[config.mk]
export PLATFORM = sky130hd
export DESIGN_NAME = fun_root_mul
export DESIGN_NICKNAME = d
export VERILOG_FILES = /design/src/rtl/fun_root_mul.sv
export SDC_FILE = /design/constraint.sdc
export NUM_CORES = 1
export LEC_CHECK = 0
export BUFFER_PORTS_ARGS = -buffer_cell sky130_fd_sc_hd__buf_4
export CORE_UTILIZATION = 56
export CTS_BUF_LIST = sky130_fd_sc_hd__clkbuf_16
export DETAILED_ROUTE_END_ITERATION = 10
export PLACE_DENSITY_LB_ADDON = 0.12
export SYNTH_ARGS = -nofsm -noshare
export SYNTH_HDL_FRONTEND = slang
export SYNTH_SLANG_ARGS = --single-unit
[constraint.sdc]
create_clock -name clk -period 4.1 [get_ports clk]
set_clock_uncertainty 0.15 [all_clocks]
set_input_delay 0.82 -clock clk [delete_from_list [all_inputs] [get_ports clk]]
set_output_delay 0.82 -clock clk [all_outputs]
set_load 0.01 [all_outputs]
[src/rtl/fun_root_mul.sv]
// Sequential a * floor(root(b)): digit-by-digit square/cube root followed by a
// shift-add multiply, both time-sharing a single 2W-bit adder.
module fun_root_mul #(
  parameter int unsigned W  = 8,
  parameter int unsigned RW = W + (W + 1) / 2
) (
  input  logic          clk,
  input  logic          rst,
  input  logic          start,
  input  logic          mode,
  input  logic [W-1:0]  a_i,
  input  logic [W-1:0]  b_i,
  output logic          busy,
  output logic          done,
  output logic [RW-1:0] result
);

  localparam int unsigned AW  = 2 * W;
  localparam int unsigned ND2 = (W + 1) / 2;
  localparam int unsigned ND3 = (W + 2) / 3;
  localparam int unsigned BW  = W + 2;
  localparam int unsigned SH2 = BW - 2 * ND2;
  localparam int unsigned SH3 = BW - 3 * ND3;
  localparam int unsigned CW  = $clog2(ND2 + 1);

  typedef enum logic [1:0] {IDLE, ROOT, MUL, DONE} state_t;

  state_t state, state_nxt;

  logic [AW-1:0]  add_a, add_b, sum;
  logic           add_ci;
  logic           neg;

  logic           mode_q, mode_nxt;
  logic [AW-1:0]  ma, ma_nxt;
  logic [BW-1:0]  bsr, bsr_nxt;
  logic [AW-1:0]  rem, rem_nxt;
  logic [AW-1:0]  y, y_nxt;
  logic [AW-1:0]  y2, y2_nxt;
  logic [AW-1:0]  tmp, tmp_nxt;
  logic           ok, ok_nxt;
  logic [1:0]     ph, ph_nxt;
  logic [CW-1:0]  cnt, cnt_nxt;
  logic [ND2-1:0] mr, mr_nxt;
  logic [RW-1:0]  acc, acc_nxt;
  logic [RW-1:0]  result_nxt;
  logic           busy_nxt, done_nxt;
  logic [AW-1:0]  rem_sh2, rem_sh3;
  logic           last_digit;

  // The one shared adder; subtraction is done as x + ~y + 1.
  assign sum = add_a + add_b + AW'(add_ci);
  assign neg = sum[AW-1];

  // Remainder with the next root digit of b shifted in.
  assign rem_sh2 = {rem[AW-3:0], bsr[BW-1 -: 2]};
  assign rem_sh3 = {rem[AW-4:0], bsr[BW-1 -: 3]};

  always_comb begin
    state_nxt  = state;
    add_a      = '0;
    add_b      = '0;
    add_ci     = 1'b0;
    mode_nxt   = mode_q;
    ma_nxt     = ma;
    bsr_nxt    = bsr;
    rem_nxt    = rem;
    y_nxt      = y;
    y2_nxt     = y2;
    tmp_nxt    = tmp;
    ok_nxt     = ok;
    ph_nxt     = ph;
    cnt_nxt    = cnt;
    mr_nxt     = mr;
    acc_nxt    = acc;
    result_nxt = result;
    last_digit = 1'b0;

    case (state)
      IDLE: begin
        if (start) begin
          state_nxt = ROOT;
          mode_nxt  = mode;
          ma_nxt    = AW'(a_i);
          // Left-align b so the first root digit sits in the top bits.
          bsr_nxt   = mode ? (BW'(b_i) << SH2) : (BW'(b_i) << SH3);
          rem_nxt   = '0;
          y_nxt     = '0;
          y2_nxt    = '0;
          tmp_nxt   = '0;
          ok_nxt    = 1'b0;
          ph_nxt    = 2'd0;
          cnt_nxt   = mode ? CW'(ND2) : CW'(ND3);
          mr_nxt    = '0;
          acc_nxt   = '0;
        end
      end

      ROOT: begin
        if (mode_q) begin
          // Square root: one digit per cycle, trial = 4y+1.
          add_a   = rem_sh2;
          add_b   = ~{y[AW-3:0], 2'b01};
          add_ci  = 1'b1;
          rem_nxt = neg ? rem_sh2 : sum;
          y_nxt   = {y[AW-2:0], ~neg};
          bsr_nxt = bsr << 2;
          cnt_nxt = cnt - CW'(1);
          last_digit = (cnt == CW'(1));
        end else begin
          // Cube root: four adder passes per digit, trial = 12y^2+6y+1.
          ph_nxt = ph + 2'd1;
          case (ph)
            2'd0: begin
              add_a   = {y2[AW-2:0], 1'b0};
              add_b   = y;
              tmp_nxt = sum;
              rem_nxt = rem_sh3;
              bsr_nxt = bsr << 3;
            end
            2'd1: begin
              add_a   = {tmp[AW-3:0], 2'b00};
              add_b   = {tmp[AW-2:0], 1'b0};
              add_ci  = 1'b1;
              tmp_nxt = sum;
            end
            2'd2: begin
              add_a   = rem;
              add_b   = ~tmp;
              add_ci  = 1'b1;
              ok_nxt  = ~neg;
              rem_nxt = neg ? rem : sum;
            end
            default: begin
              // (2y+1)^2 = 4(y^2+y)+1 on accept, (2y)^2 = 4y^2 otherwise.
              add_a   = y2;
              add_b   = y;
              y2_nxt  = ok ? {sum[AW-3:0], 2'b01} : {y2[AW-3:0], 2'b00};
              y_nxt   = {y[AW-2:0], ok};
              cnt_nxt = cnt - CW'(1);
              last_digit = (cnt == CW'(1));
            end
          endcase
        end
        if (last_digit) begin
          state_nxt = MUL;
          mr_nxt    = y_nxt[ND2-1:0];
          acc_nxt   = '0;
        end
      end

      MUL: begin
        add_a   = AW'(acc);
        add_b   = mr[0] ? ma : '0;
        acc_nxt = RW'(sum);
        ma_nxt  = {ma[AW-2:0], 1'b0};
        mr_nxt  = mr >> 1;
        if (mr[ND2-1:1] == '0) begin
          state_nxt  = DONE;
          result_nxt = RW'(sum);
        end
      end

      default: begin
        state_nxt = IDLE;
      end
    endcase

    busy_nxt = (state_nxt != IDLE);
    done_nxt = (state_nxt == DONE);
  end

  always_ff @(posedge clk or negedge rst) begin
    if (!rst) begin
      state  <= IDLE;
      mode_q <= 1'b0;
      ma     <= '0;
      bsr    <= '0;
      rem    <= '0;
      y      <= '0;
      y2     <= '0;
      tmp    <= '0;
      ok     <= 1'b0;
      ph     <= 2'd0;
      cnt    <= '0;
      mr     <= '0;
      acc    <= '0;
      result <= '0;
      busy   <= 1'b0;
      done   <= 1'b0;
    end else begin
      state  <= state_nxt;
      mode_q <= mode_nxt;
      ma     <= ma_nxt;
      bsr    <= bsr_nxt;
      rem    <= rem_nxt;
      y      <= y_nxt;
      y2     <= y2_nxt;
      tmp    <= tmp_nxt;
      ok     <= ok_nxt;
      ph     <= ph_nxt;
      cnt    <= cnt_nxt;
      mr     <= mr_nxt;
      acc    <= acc_nxt;
      result <= result_nxt;
      busy   <= busy_nxt;
      done   <= done_nxt;
    end
  end

endmodule
==> results.tsv <==
metric	value	unit
hold_violations	0	
synth_seq_cells	127	
first_pass_iters	7	
ant_nets	0	
synth-edff-count	0	
setup_violations	17	
tritoncts	yes	
ir_drop	0.511	mV
root_buffer	clkbuf_16	
violations	setup timing	
end_kind	register	
final_cell_mix	nand2_1 (141), dfrtp_1 (125), buf_4 (119)	
clock-sinks	127	
die_y	120	um
syn_area	7810	um^2
wirelength	25900	um
finalSetupTns	-1.60	ns
cellPowerDensity	899	nW/um^2
synth_fp_nets	940	
drtIter0Drc	939	
vias_per_cell	6.52	
required	4.26	ns
arrival	4.44	ns
worstMarginPinSlew	1.26	ns
pre_cts_ws	-0.247	ns
min_period	4.27	ns
cts.path.max_buffers	2	
gp_congestion	0.932	
drive_above_1_share	0.238	
wl_per_cell	22.1	um
maxSlewViolCount	0	
path_class	reg -> reg	
die_x	120	um
syn_inst	893	
hpwl	17500	um
dp_cells	1119	
syn_to_final_growth	25.7	%
die_area	14400	um^2
cts_made_buffers	17	
multi_input_area	4520	um^2
leakage	4.38	nW
clk_latency	0.43	ns
fillers	990	
clkSlewWorstSetupHoldPaths	0.06	ns
relSlewSlack	0.151	
fin_nets	1030	
layout.cells.non_filler	1172	
rsz0062_at_grt	true	
syn_area_per_cell	8.75	um^2
fmax	0.234	GHz
cap_violations	0	
track_usage	0.372	
synth_top_area_share	0.407	
crit_fanout	7	
initial_utilization	0.583	
status	finished with violations	
core_area	13400	um^2
io_pins	34	
drc	0	
start_kind	register	
synth.top_cells.by_area	dfrtp_1 (41%), nand2_1 (6.8%), o21ai_0 (5.3%)	
core.rowCount	42	
synth_ff_type	dfrtp_1	
layout_commonest_cell	nand2_1	
diodes	0	
setup_ws	-0.174	ns
yosysSeqAreaShare	0.407	
synth_top_cell_by_area	dfrtp_1	
synth.distinct_cells	55	
htree_levels	4	
grt_max_degree	65	
synth-async-reset-ratio	1.00	
seq_area	3180	um^2
vias	7645	
grt_pass1_wl	40600	um
timing.final.crit_share	1.04	
whs	0.321	ns
grt_pass1_vias	7436	
io_buffers	33	
hp-class	in -> async	
antenna_found_initial	0	
overflow	0	
ys_warn_count	0	
## registers in the layout, summed over array words and instances (netlist names)
| name | count |
|---|---|
| ma | 16 |
| rem | 16 |
| tmp | 16 |
| y | 16 |
| y2 | 15 |
| acc | 12 |
| result | 12 |
| bsr | 9 |
| mr | 4 |
| cnt | 3 |
| ph | 2 |
| state | 2 |
| busy | 1 |
| done | 1 |
| mode_q | 1 |
| ok | 1 |
## metal layers
layer  GRT usage  share of wire  up-vias
met5           0              0        -
met2       0.566           0.46      401
met4       0.152          0.028        0
li1            -              -     3461
met3       0.102          0.095       61
met1       0.502           0.41     3722
## cell type report
type,instances,share of cell area
sequential,127,0.324
clock inverter,15,0.0163
clock buffer,17,0.0433
timing repair buffer,138,0.126
tap,176,0.0224
multi-input combinational,677,0.460
inverter,22,0.00840
## worst max-delay path: stages, from the launching register on
cell and delay, ns:
dfrtp_2 0.43, inv_2 0.08, ha_4 0.18, buf_12 0.14, buf_4 0.12, a222oi_1 0.30
o21ai_1 0.09, a222oi_1 0.35, buf_4 0.20, nor2_2 0.04, ha_1 0.32, o211ai_1 0.12
o21ai_2 0.18, o221ai_2 0.13, a21oi_2 0.27, xnor2_4 0.11, buf_12 0.15, o31a_4 0.34
buf_12 0.15, mux2_4 0.29
## cell families after synthesis
kind of cell,share of synthesized area
mux,0.0908
buf+inv,0.0453
simple gates,0.140
xor+xnor,0.0155
fa+ha+maj,0.0452
flops,0.407
compound gates,0.256
## report_power, final
part           internal (mW)  switching, mW  leakage (nW)  total (mW)
clock                  0.901          0.615         0.278        1.52
combinational           2.25           3.00          2.42        5.25
sequential              1.62          0.447          1.69        2.07
total                   4.77           4.06          4.38        8.83
## what timing repair did
item | 4_1_cts | 5_1_grt
pin swaps | 6 | 27
buffers inserted | 5 | 14
gates cloned | 0 | 3
endpoints found under the setup margin | 15 | 39
hold buffers | 0 | 0
resized for setup | 8 | 43
## synth_stat cells, types with 2 or more instances
library cell,n
buf_2,4
o21ai_0,82
buf_1,9
inv_1,21
nor3_1,6
or3_1,2
mux2i_1,39
clkbuf_1,53
o31ai_1,4
a21o_1,4
o21ai_1,4
a222oi_1,24
dfrtp_1,127
o32ai_1,2
o21a_1,2
a32o_1,2
and2_1,3
a211oi_1,4
o211ai_1,29
o22ai_1,22
ha_1,25
nand3_1,20
o221ai_1,3
nand2_1,141
xor2_1,3
a22oi_1,9
nor2b_1,10
nor2_1,70
a221oi_1,4
a22o_1,22
mux2_4,4
nand2b_1,5
and3_1,4
xnor2_1,9
a21oi_1,68
a31oi_1,9
o22a_1,3
mux2_2,23
fa_1,2
## path summary, 6_finish.rpt
path                                 from   endpoint  slack (ns)  cells past startpoint
worst max-delay path                ph[1]     rem[3]       -0.17                     19
worst min-delay path                  rst   state[0]        0.32                      1
worst max register to register      ph[1]     rem[3]       -0.17                     19
worst min register to register  result[2]  result[2]        0.34                      2
max in group asynchronous             rst    rem[15]        2.62                      2
min in group clk                result[2]  result[2]        0.34                      2
## per-stage QoR
| step | power (mW) | area (um^2) | utilization |
|---|---|---|---|
| 2_1_floorplan | 4.73 | 7850 | - |
| 3_3_place_gp | 6.42 | 8790 | 0.656 |
| 3_5_place_dp | 6.55 | 8790 | 0.656 |
| 4_1_cts | 8.18 | 9460 | 0.706 |
| 5_1_grt | 9.27 | 9830 | 0.733 |
| 6_report | 8.83 | 9830 | 0.733 |
Power figures use the tool's default switching activity.
